`src/rtl/alu_op_pkg.sv`:
```
// rtl/alu_op_pkg.sv - opcode values shared by the ALU and the execution sequencer
package alu_op_pkg;
    localparam logic [3:0] OP_NOP = 4'h0;
    localparam logic [3:0] OP_ADD = 4'h1;
    localparam logic [3:0] OP_SUB = 4'h2;
    localparam logic [3:0] OP_INC = 4'h3;
    localparam logic [3:0] OP_DEC = 4'h4;
    localparam logic [3:0] OP_AND = 4'h5;
    localparam logic [3:0] OP_OR  = 4'h6;
    localparam logic [3:0] OP_XOR = 4'h7;
    localparam logic [3:0] OP_NOT = 4'h8;
    localparam logic [3:0] OP_SHL = 4'h9;
    localparam logic [3:0] OP_SHR = 4'hA;
    localparam logic [3:0] OP_LD  = 4'hB;
    localparam logic [3:0] OP_ST  = 4'hC;
    localparam logic [3:0] OP_JMP = 4'hD;
    localparam logic [3:0] OP_RTN = 4'hE;
    localparam logic [3:0] OP_HLT = 4'hF;
endpackage

```
`src/rtl/exec_sequencer_pkg.sv`:
```
// rtl/exec_sequencer_pkg.sv - sequencer FSM states and instruction field layout
package exec_sequencer_pkg;
    import alu_op_pkg::*;

    // Instruction word: opcode sits directly above an imm field of ALU width.
    localparam int OPC_W   = 4;
    localparam int IMM_LSB = 0;

    typedef enum logic [2:0] {
        S_IDLE,
        S_FETCH,
        S_DECODE,
        S_EXECUTE,
        S_HALT
    } seq_state_t;

    function automatic logic is_alu_op(input logic [OPC_W-1:0] op);
        case (op)
            OP_ADD, OP_SUB, OP_INC, OP_DEC, OP_AND, OP_OR,
            OP_XOR, OP_NOT, OP_SHL, OP_SHR, OP_LD, OP_ST: return 1'b1;
            default: return 1'b0;
        endcase
    endfunction
endpackage

```
`src/rtl/exec_sequencer_ret_stack.sv`:
```
// rtl/exec_sequencer_ret_stack.sv - LIFO of return addresses for JMP/RTN
module ret_stack #(
    parameter int DEPTH = 4,
    parameter int W     = 8
) (
    input  logic         i_clk,
    input  logic         i_rst,
    input  logic         i_push,
    input  logic         i_pop,
    input  logic [W-1:0] i_data,
    output logic [W-1:0] o_top,
    output logic         o_full,
    output logic         o_empty
);
    localparam int CNT_W = $clog2(DEPTH + 1);
    localparam int IDX_W = (DEPTH > 1) ? $clog2(DEPTH) : 1;

    logic [W-1:0]     r_mem [DEPTH];
    logic [CNT_W-1:0] r_count;
    logic [IDX_W-1:0] w_top_idx;

    assign w_top_idx = IDX_W'(r_count - 1'b1);
    assign o_top     = r_mem[w_top_idx];
    assign o_full    = (r_count == CNT_W'(DEPTH));
    assign o_empty   = (r_count == '0);

    always_ff @(posedge i_clk) begin
        if (i_rst) begin
            r_count <= '0;
        end else if (i_push && !o_full) begin
            r_mem[IDX_W'(r_count)] <= i_data;
            r_count                <= r_count + 1'b1;
        end else if (i_pop && !o_empty) begin
            r_count <= r_count - 1'b1;
        end
    end
endmodule

```
`src/rtl/exec_sequencer.sv`:
```
// rtl/exec_sequencer.sv - three-cycle fetch/decode/execute core driving an external ALU
module exec_sequencer
    import exec_sequencer_pkg::*;
#(
    parameter int SIZE        = 8,
    parameter int PC_W        = 8,
    parameter int STACK_DEPTH = 4
) (
    input  logic                  CLK,
    input  logic                  RST,
    input  logic                  start,
    output logic [PC_W-1:0]       instr_addr,
    input  logic [SIZE+OPC_W-1:0] instr_data,
    output logic                  alu_CE,
    output logic [OPC_W-1:0]      alu_OP_CODE,
    output logic [SIZE-1:0]       alu_left,
    output logic [SIZE-1:0]       alu_right,
    output logic                  alu_carry_in,
    input  logic [SIZE-1:0]       alu_op_out,
    input  logic                  alu_carry_out,
    output logic                  st_we,
    output logic [SIZE-1:0]       st_addr,
    output logic [SIZE-1:0]       st_data,
    output logic [SIZE-1:0]       acc,
    output logic                  carry_flag,
    output logic                  zero_flag,
    output logic                  halted,
    output logic                  stack_err
);
    import alu_op_pkg::*;

    localparam int OPC_LSB = SIZE;

    seq_state_t             r_state, w_state_next;
    logic [PC_W-1:0]        r_pc, w_pc_next, w_pc_inc, w_stack_top;
    logic [SIZE+OPC_W-1:0]  r_ir;
    logic [SIZE-1:0]        r_acc;
    logic                   r_c, r_z, r_stack_err;
    logic [OPC_W-1:0]       w_opcode;
    logic [SIZE-1:0]        w_imm;
    logic                   w_exec, w_alu_ce, w_commit_alu;
    logic                   w_push, w_pop, w_set_err, w_full, w_empty;

    assign w_opcode     = r_ir[OPC_LSB +: OPC_W];
    assign w_imm        = r_ir[IMM_LSB +: SIZE];
    assign w_pc_inc     = r_pc + 1'b1;
    assign w_exec       = (r_state == S_EXECUTE);
    assign w_alu_ce     = w_exec && is_alu_op(w_opcode);
    assign w_commit_alu = w_alu_ce && (w_opcode != OP_ST);

    ret_stack #(
        .DEPTH (STACK_DEPTH),
        .W     (PC_W)
    ) u_ret_stack (
        .i_clk   (CLK),
        .i_rst   (RST),
        .i_push  (w_push),
        .i_pop   (w_pop),
        .i_data  (w_pc_inc),
        .o_top   (w_stack_top),
        .o_full  (w_full),
        .o_empty (w_empty)
    );

    always_comb begin
        w_state_next = r_state;
        w_pc_next    = r_pc;
        w_push       = 1'b0;
        w_pop        = 1'b0;
        w_set_err    = 1'b0;
        case (r_state)
            S_IDLE: begin
                if (start) begin
                    w_state_next = S_FETCH;
                    w_pc_next    = '0;
                end
            end
            S_FETCH:  w_state_next = S_DECODE;
            S_DECODE: w_state_next = S_EXECUTE;
            S_EXECUTE: begin
                w_state_next = S_FETCH;
                w_pc_next    = w_pc_inc;
                case (w_opcode)
                    // Stack faults stop the core with PC left on the offending instruction.
                    OP_JMP: begin
                        if (w_full) begin
                            w_set_err    = 1'b1;
                            w_state_next = S_HALT;
                            w_pc_next    = r_pc;
                        end else begin
                            w_push    = 1'b1;
                            w_pc_next = w_imm[PC_W-1:0];
                        end
                    end
                    OP_RTN: begin
                        if (w_empty) begin
                            w_set_err    = 1'b1;
                            w_state_next = S_HALT;
                            w_pc_next    = r_pc;
                        end else begin
                            w_pop     = 1'b1;
                            w_pc_next = w_stack_top;
                        end
                    end
                    OP_HLT: begin
                        w_state_next = S_HALT;
                        w_pc_next    = r_pc;
                    end
                    default: ;
                endcase
            end
            S_HALT: ;
            default: w_state_next = S_IDLE;
        endcase
    end

    always_ff @(posedge CLK) begin
        if (RST) begin
            r_state     <= S_IDLE;
            r_pc        <= '0;
            r_ir        <= '0;
            r_acc       <= '0;
            r_c         <= 1'b0;
            r_z         <= 1'b0;
            r_stack_err <= 1'b0;
        end else begin
            r_state <= w_state_next;
            r_pc    <= w_pc_next;
            if (r_state == S_DECODE) begin
                r_ir <= instr_data;
            end
            if (w_commit_alu) begin
                r_acc <= alu_op_out;
                r_c   <= alu_carry_out;
                r_z   <= (alu_op_out == '0);
            end
            if (w_set_err) begin
                r_stack_err <= 1'b1;
            end
        end
    end

    assign instr_addr   = r_pc;
    assign alu_CE       = w_alu_ce;
    assign alu_OP_CODE  = w_opcode;
    assign alu_left     = r_acc;
    assign alu_right    = w_imm;
    assign alu_carry_in = r_c;
    assign st_we        = w_exec && (w_opcode == OP_ST);
    assign st_addr      = w_imm;
    assign st_data      = r_acc;
    assign acc          = r_acc;
    assign carry_flag   = r_c;
    assign zero_flag    = r_z;
    assign halted       = (r_state == S_HALT);
    assign stack_err    = r_stack_err;
endmodule

```
`config.mk`:
```
export PLATFORM = sky130hd
export DESIGN_NAME = exec_sequencer
export DESIGN_NICKNAME = d
export VERILOG_FILES = /design/src/rtl/alu_op_pkg.sv /design/src/rtl/exec_sequencer_pkg.sv /design/src/rtl/exec_sequencer_ret_stack.sv /design/src/rtl/exec_sequencer.sv
export SDC_FILE = /design/constraint.sdc
export NUM_CORES = 1
export LEC_CHECK = 0
export BUFFER_PORTS_ARGS = -buffer_cell sky130_fd_sc_hd__buf_2
export CAP_MARGIN = 5
export CORE_MARGIN = 4
export CORE_UTILIZATION = 53
export DETAILED_ROUTE_END_ITERATION = 8
export MAX_ROUTING_LAYER = met4
export PLACE_DENSITY = 0.79
export SETUP_SLACK_MARGIN = 0.5
export SLEW_MARGIN = 0
export SYNTH_ARGS = -nofsm -noshare
export SYNTH_HDL_FRONTEND = slang
export SYNTH_SLANG_ARGS = --single-unit
```
`constraint.sdc`:
```
create_clock -name CLK -period 2.4 [get_ports CLK]
set_input_delay 0.24 -clock CLK [delete_from_list [all_inputs] [get_ports CLK]]
set_output_delay 0.24 -clock CLK [all_outputs]
set_load 0.05 [all_outputs]
```
==> out/results.tsv <==
metric	value	unit
postSynthCellCount	305	
syn_to_final_growth	15.8	%
first_global_vias	2316	
timing.hold.worst.start	instr_data[0]	
numClockSinks	70	
yosys_most_used_dff	dfxtp_1	
initial_core_utilization	0.544	
fp.coreArea	6310	um^2
cts_root_buffer	clkbuf_8	
dpl.cell_count	428	
async_reset_ff_frac	0	
ctsHtreeMaxLevel	3	
worstReg2RegStart	u_ret_stack.r_count[1]	
switching_power	0.770	mW
yosysWarningCount	0	
global_route.overflow_total	0	
drt-total-wl	7.59	mm
slew_headroom	0.628	
hpwlAfterDp	5.39	mm
top_level_i_o_count	83	
grt_usage	0.206	
antenna_diodes	0	
port_buffers	82	
worst_ep_arrival_time	2070	ps
power_frac_clock	0.341	
worst_setup_hold_path_clk_slew	70	ps
yosysSeqAreaShare	0.502	
rsz_0062_raised_after_global_routing	yes	
floorplan.die.height	88.5	um
sequentialPowerShare	0.504	
post-route-period-util	0.763	
timing.final.hold_violations	0	
syn-cell-area	3430	um^2
num_vias	2506	
achievable-frequency	0.546	GHz
type_of_element_capturing_the_critical_path	register	
cp.required	2640	ps
nFillCells	499	
detailedRoute.firstPassIterationCount	4	
vdd.ir_drop.worst	0.356	mV
post-route-min-period	1830	ps
setup.worst_path.start_class	register	
die_w	88.5	um
die_area	7830	um^2
hold_path_class	primary input to register	
wire_per_inst	17.0	um
design_area	3980	um^2
number_of_synthesized_flops_with_an_enable_pin	32	
drc	0	
layout.cells.non_filler	446	
synth_cell_types	54	
critical_path_source	u_ret_stack.r_count[1]	
setup.worst_path.class	register to register	
postSynthRegisterBits	70	
drive_gt1_frac	0.396	
logic_gate_share_of_total_power	0.155	
vias_per_cell	5.62	
max_slew.worst_pin.slew	554	ps
crit_fanout	4	
internal-power	1.87	mW
skew	6.13	ps
cts_max_path_buffers	2	
antenna_left	0	
count_of_final_max_slew_check_failures	0	
syn-num-nets	335	
globalplace.congestion	0.843	
initial_antenna_violation_count	0	
leakagePower	1.62	nW
max_cap_viol_count	0	
wire_length_of_the_first_global_routing_pass	11.6	mm
clock_insertion_delay_worst_skew	340	ps
p_sw_frac	0.291	
run_status	complete, no violations	
synth.avg_cell_area	11.3	um^2
core.rowCount	29	
power-per-cell-area	664	nW/um^2
detailedRoute.firstIterationViolations	170	
grt_start_max_net_pins	34	
util_after_layout	0.630	
dpl-instance-area	3730	um^2
total_power	2.64	mW
fin_nets	394	
cts_made_buffers	9	
total_negative_slack	0	ps
setup_viol	0	
tritoncts	yes	
==> cell usage after synthesis, drive strengths merged (3+ instances only) <==
cell type	n	area, um^2
a2111oi	3	45.1
a21oi	7	38.8
a22o	3	26.3
and2	6	37.5
buf	37	279
clkbuf	5	18.8
dfxtp	38	761
edfxtp	32	961
ha	6	75.1
inv	6	22.5
mux2	5	60.1
mux2i	24	240
mux4	4	90.1
nand2	15	56.3
nand2b	8	50.1
nand3	4	20.0
nor2	34	133
nor2b	5	38.8
nor3	5	25.0
nor3b	3	27.5
nor4	3	18.8
o21ai	10	53.8
o22ai	6	37.5
xnor2	7	61.3
xor2	4	35.0
==> flip-flops by register name (all words and copies together), names as in the netlist, named ones only <==
signal / cells
r_state: 3
zero_flag: 1
acc: 8
alu_carry_in: 1
stack_err: 1
u_ret_stack.r_mem: 32
u_ret_stack.r_count: 3
instr_addr: 8
r_ir: 12
==> logic make-up after synthesis <==
family,share of synthesized area
compound gates,0.105
xor+xnor,0.0281
fa+ha+maj,0.0219
buf+inv,0.0933
flops,0.502
mux,0.114
simple gates,0.137
==> final timing paths <==
kind,cells past startpoint,slack (ps),end
hold / removal,3,130,r_ir[0]
setup / recovery,7,570,instr_addr[3]
hold reg to reg,2,480,stack_err
setup reg to reg,7,570,instr_addr[3]
==> metrics by stage <==
stage / setup slack (ps) / hold WS [ps]
3_5_place_dp: 379 / 459
2_1_floorplan: 528 / 387
4_1_cts: 493 / 125
6_report: 569 / 131
5_1_grt: 470 / 146
3_3_place_gp: 445 / 457
==> power by group through the flow <==
stage,sequential (mW),clock (mW),combinational (mW)
global placement,1.35,0,0.404
finish,1.33,0.900,0.410
detailed placement,1.35,0,0.409
floorplan,1.41,0,0.292
CTS,1.33,0.913,0.410
global route,1.34,0.961,0.438
==> routing by layer <==
metal	GRT usage	vias up	share of wire
met4	0.0728	0	0.015
met5	-	-	0
met3	0.0503	9	0.067
li1	-	1184	-
met2	0.320	100	0.49
met1	0.263	1213	0.43
==> critical path, stage by stage, from the launching register on <==
cell and delay, ps:
dfxtp_2 370, inv_2 70, ha_4 290, mux2_2 330, o32a_1 280, a21oi_1 140, a311oi_1 70, a21o_1 180
==> repair_timing <==
| item | 4_1_cts | 5_1_grt |
|---|---|---|
| pin swaps | 1 | 0 |
| endpoints found under the setup margin | 37 | 42 |
| setup buffers | 2 | 0 |
| gates resized for setup | 2 | 9 |
| endpoints found under the hold margin | 0 | 0 |
| hold buffers | 0 | 0 |
==> cell type report <==
type	count	area [um^2]	share of cell area
inverters	6	22.5	0.00567
flip-flops and latches	70	1730	0.436
multi-input cells	187	1440	0.363
clock inverters	5	30.0	0.00755
clock buffers	11	163	0.0409
repair buffers	90	485	0.122
well taps	77	96.3	0.0242
==> cells in the final DEF, fill, tap and decap left out, drive strengths merged, types with 5 or more instances in the layout <==
master / n
dfxtp: 38
o22ai: 6
edfxtp: 32
inv: 7
xnor2: 7
ha: 6
and2: 6
nor2: 34
nor2b: 5
o21ai: 10
clkbuf: 12
buf: 89
nor3: 5
nand2b: 8
mux2i: 24
a21oi: 7
mux2: 5
nand2: 15
No activity file was read; power rests on OpenSTA's default activity.
